### src/rtl/alu_exec_unit.sv
// Multi-cycle 8-bit ALU execution unit: accept, read operands, optional shift-add
// multiply, then a single write-back cycle that also updates the flags.
module alu_exec_unit (
    input  logic       clk,
    input  logic       reset,
    input  logic       instr_valid,
    output logic       instr_ready,
    input  logic [3:0] instr_opcode,
    input  logic [3:0] instr_rd,
    input  logic [3:0] instr_rs1,
    input  logic [3:0] instr_rs2,
    output logic [3:0] reg1_read_addr,
    output logic [3:0] reg2_read_addr,
    input  logic [7:0] reg1_read_data_in,
    input  logic [7:0] reg2_read_data_in,
    output logic [3:0] reg_write_address_out,
    output logic [7:0] reg_write_data_out,
    output logic       reg_write_enable,
    output logic       flag_zero,
    output logic       flag_carry,
    output logic       done,
    output logic       illegal
);

    typedef enum logic [1:0] {StIdle, StRead, StMul, StWb} state_e;

    state_e      state_q, state_d;
    logic [3:0]  op_q, rd_q, rs1_q, rs2_q;
    logic [7:0]  a_q, b_q;
    logic [15:0] prod_q, mcand_q;
    logic [7:0]  mplier_q;
    logic [2:0]  cnt_q;
    logic        zero_q, carry_q;

    logic [7:0]  res;
    logic        res_carry;
    logic        legal;
    logic [8:0]  sum;

    assign sum = {1'b0, a_q} + {1'b0, b_q};

    always_comb begin
        res       = 8'h00;
        res_carry = 1'b0;
        legal     = 1'b1;
        case (op_q)
            4'd0: begin
                res       = sum[7:0];
                res_carry = sum[8];
            end
            4'd1: begin
                res       = a_q - b_q;
                res_carry = (a_q < b_q);
            end
            4'd2: res = a_q & b_q;
            4'd3: res = a_q | b_q;
            4'd4: res = a_q ^ b_q;
            4'd5: res = a_q << b_q[2:0];
            4'd6: res = a_q >> b_q[2:0];
            4'd7: begin
                res       = prod_q[7:0];
                res_carry = |prod_q[15:8];
            end
            4'd8: res = a_q;
            default: legal = 1'b0;
        endcase
    end

    always_comb begin
        state_d = state_q;
        unique case (state_q)
            StIdle: if (instr_valid && instr_ready) state_d = StRead;
            StRead: state_d = (op_q == 4'd7) ? StMul : StWb;
            StMul:  if (cnt_q == 3'd7) state_d = StWb;
            StWb:   state_d = StIdle;
        endcase
    end

    always_comb begin
        instr_ready           = (state_q == StIdle) && !reset;
        reg1_read_addr        = 4'h0;
        reg2_read_addr        = 4'h0;
        reg_write_address_out = 4'h0;
        reg_write_data_out    = 8'h00;
        reg_write_enable      = 1'b0;
        done                  = 1'b0;
        illegal               = 1'b0;
        if (state_q == StRead) begin
            reg1_read_addr = rs1_q;
            reg2_read_addr = rs2_q;
        end
        if (state_q == StWb) begin
            reg_write_address_out = rd_q;
            reg_write_data_out    = res;
            reg_write_enable      = legal;
            done                  = 1'b1;
            illegal               = !legal;
        end
    end

    assign flag_zero  = zero_q;
    assign flag_carry = carry_q;

    always_ff @(posedge clk) begin
        if (reset) begin
            state_q  <= StIdle;
            op_q     <= 4'h0;
            rd_q     <= 4'h0;
            rs1_q    <= 4'h0;
            rs2_q    <= 4'h0;
            a_q      <= 8'h00;
            b_q      <= 8'h00;
            prod_q   <= 16'h0000;
            mcand_q  <= 16'h0000;
            mplier_q <= 8'h00;
            cnt_q    <= 3'd0;
            zero_q   <= 1'b0;
            carry_q  <= 1'b0;
        end else begin
            state_q <= state_d;
            case (state_q)
                StIdle: begin
                    if (instr_valid) begin
                        op_q  <= instr_opcode;
                        rd_q  <= instr_rd;
                        rs1_q <= instr_rs1;
                        rs2_q <= instr_rs2;
                    end
                end
                StRead: begin
                    a_q      <= reg1_read_data_in;
                    b_q      <= reg2_read_data_in;
                    mcand_q  <= {8'h00, reg1_read_data_in};
                    mplier_q <= reg2_read_data_in;
                    prod_q   <= 16'h0000;
                    cnt_q    <= 3'd0;
                end
                StMul: begin
                    // One multiplier bit per cycle, LSB first.
                    if (mplier_q[0]) prod_q <= prod_q + mcand_q;
                    mcand_q  <= mcand_q << 1;
                    mplier_q <= mplier_q >> 1;
                    cnt_q    <= cnt_q + 3'd1;
                end
                StWb: begin
                    if (legal) begin
                        zero_q  <= (res == 8'h00);
                        carry_q <= res_carry;
                    end
                end
            endcase
        end
    end

endmodule

### config.mk
export PLATFORM = sky130hd
export DESIGN_NAME = alu_exec_unit
export DESIGN_NICKNAME = d
export VERILOG_FILES = /design/src/rtl/alu_exec_unit.sv
export SDC_FILE = /design/constraint.sdc
export NUM_CORES = 1
export LEC_CHECK = 0
export CORE_MARGIN = 4
export CORE_UTILIZATION = 58
export CTS_CLUSTER_SIZE = 8
export DETAILED_ROUTE_END_ITERATION = 16
export PLACE_DENSITY = 0.9
export SLEW_MARGIN = 20
export SYNTH_ARGS = -nofsm -noshare
export SYNTH_HDL_FRONTEND = slang
export SYNTH_SLANG_ARGS = --single-unit
export TNS_END_PERCENT = 100
### constraint.sdc
create_clock -name clk -period 4.05 [get_ports clk]
set_input_delay 0.405 -clock clk [delete_from_list [all_inputs] [get_ports clk]]
set_output_delay 0.405 -clock clk [all_outputs]
set_load 0.01 [all_outputs]
==> flow_summary.ini <==
[status]
outcome = finished, final reports clean

[routing]
drtIter0Drc = 318
ant_nets = 0
detail_route.wl_per_cell_um = 18.5
drc = 0
routed_via_density = 6.30
routed_wirelength_um = 16200
vias = 5524
first_pass_iters = 5

[critical_path]
arrival_ps = 3490
cp_cell_sequence = inv_1 > ha_1 > and3_1 > a2111o_1 > a21o_1 > a21oi_1 > mux2i_1 > nor3_1 > nor2_1 > clkdlybuf4s50_1
critPathTopFamily = compound AO/OA/AOI/OAI gates
crit_buf_inv = 2
end_kind = primary output
cp-start-kind = flop
ff2ff_setup_slack_ps = 910
cp_slowest_cell = dfxtp_1
cpPeakStageDelay_ps = 590
path_class = reg2out
crit_path_max_fanout = 13
crit_required_ps = 3640

[die]
ios = 61
num_rows = 36
die-area_um2 = 11600
core-area_um2 = 9730
start_util_pct = 59.5
fp.dieH_um = 108
die_width_um = 108

[sta]
hold_violations = 0
hold_slack_ps = 454
fin_setup_tns_ps = 0
max_slew_margin_pct = 30.1
min_period_ps = 3890
skew_ps = 7.68
fmaxAchievable_mhz = 257
slew_violations = 0
period_share_pct = 96.1
finalSetupViolCount = 0
rsz0062_at_grt = no
worst_pin_slew_ps = 1050

[synthesis]
syn_nets = 791
synth_area_um2 = 5790
yosysMostFrequentCell = dfxtp_1
synth_cell_types = 72
syn-mean-instance-area_um2 = 8.19
ys_seq_area_share_pct = 27.3
ys_ff_latch = 79
synth_ff_type = dfxtp_1
yosys-top-cells-area = dfxtp_1, ha_1, mux2i_1, nor2_1, a21oi_1
netlist.area_leader.share_pct = 27.3
synth.top_cells.by_count = dfxtp_1, nor2_1, nand2_1
synth_edf_count = 0
synthArstFlopShare_pct = 0
ys_warn_count = 0
yosys.area.top_type = dfxtp_1
synthCells = 707

[global_route]
grt_use_total_pct = 28.3
antenna_found_initial = 0
overflow = 0
grt_max_degree = 64
grt_pass1_wl_um = 26400
grt_pass1_vias = 5294

[clocking]
cts_hold_buf = 0
cts_made_buffers = 9
cts_root_buf = clkbuf_8
cts_tree = done
cts_setup_buffers = 0
h-tree-depth = 3
ctsResizeCount = 0
cts_sinks = 79
clk_pin_slew_worst_paths_ps = 80
clock_path_buffers = 2
insertion_delay_ps = 350

[final_layout]
regArea_um2 = 1580
stdcell_area_um2 = 6630
n_fill_cell = 803
multi_input_area_um2 = 3870
antennaDiodeCount = 0
layoutNonFillerInstCount = 877
nets = 825
drive_gt1_share_pct = 6.45
synthToLayoutAreaGrowth_pct = 14.5

[placed_design]
io_buffers = 60
place_area_um2 = 6430
gp_congestion = 0.935
dp_hpwl_um = 12000
placed_cells = 863

[pwr]
peakVddDrop_mv = 0.368
p_per_area_nw_per_um2 = 502
leakage_nw = 2.61

[hold_path]
hold_path.class = reg2reg

[job]
drv_cap = 0
registers in the layout, indices dropped and copies added (netlist names):
register / count
mplier_q: 8
mcand_q: 16
rd_q: 4
flag_carry: 1
state_q: 2
flag_zero: 1
cnt_q: 3
a_q: 8
op_q: 4
rs2_q: 4
rs1_q: 4
prod_q: 16
b_q: 8
worst reg2reg max path, delay by kind of cell, from the launching register on:
family             cells  cell delay (ps)
DFF                    1             1020
and+or+nand+nor        3             1090
AOI/OAI and AO/OA      4              960
path summary, 6_finish.rpt:
kind | from | to | depth (start not counted)
worst max-delay path | a_q[4] | reg_write_data_out[7] | 10
worst min-delay path | rs1_q[0] | rs1_q[0] | 2
worst min register to register | rs1_q[0] | rs1_q[0] | 2
worst max register to register | op_q[3] | flag_zero | 7
routing by layer:
layer	share of wire, %	up-vias	GRT usage (%)	routed length [um]
met5	0	-	0	0
met2	51	174	49.7	8250
li1	-	2618	-	-
met4	2.1	0	9.56	338
met3	5.6	30	4.86	910
met1	41	2702	35.2	6730
report_power, final:
part           internal, mW  switching, mW  leakage [nW]
clock network         0.293          0.280        0.0940
logic                 0.704          0.965          1.87
registers             0.909          0.180         0.644
cells by family after synthesis:
| kind of cell | after synthesis | share of synthesized area, % |
|---|---|---|
| simple gates | 258 | 22.3 |
| xor+xnor | 7 | 1.06 |
| mux | 48 | 10.5 |
| flops | 79 | 27.3 |
| fa+ha+maj | 49 | 11.0 |
| compound gates | 181 | 21.9 |
| buf+inv | 85 | 5.90 |
per-stage QoR:
step	power (mW)	worst slack [ps]	utilization, %
after floorplan	2.31	948	-
after global placement	2.68	644	66.1
after detailed placement	2.74	583	66.1
after CTS	3.31	175	68.0
after global routing	3.55	13.6	68.1
final	3.33	158	68.1
cell usage in the layout (no fill, tap or decap), types with 20 or more instances in the layout:
| master | instances |
|---|---|
| nand3_1 | 24 |
| a21oi_1 | 52 |
| nand2_1 | 60 |
| clkdlybuf4s50_1 | 59 |
| inv_1 | 33 |
| dfxtp_1 | 79 |
| mux2i_1 | 37 |
| o21ai_0 | 22 |
| nor2_1 | 77 |
| ha_1 | 46 |
| a211oi_1 | 20 |
area by class of cell:
cell class,count,share of cell area (%)
multi-input cells,543,58.4
flip-flops and latches,79,23.9
repair buffers,72,10.3
well taps,133,2.51
clock buffers,10,2.08
inverters,36,2.04
clock inverters,4,0.718
(Power assumes the default switching activity.)
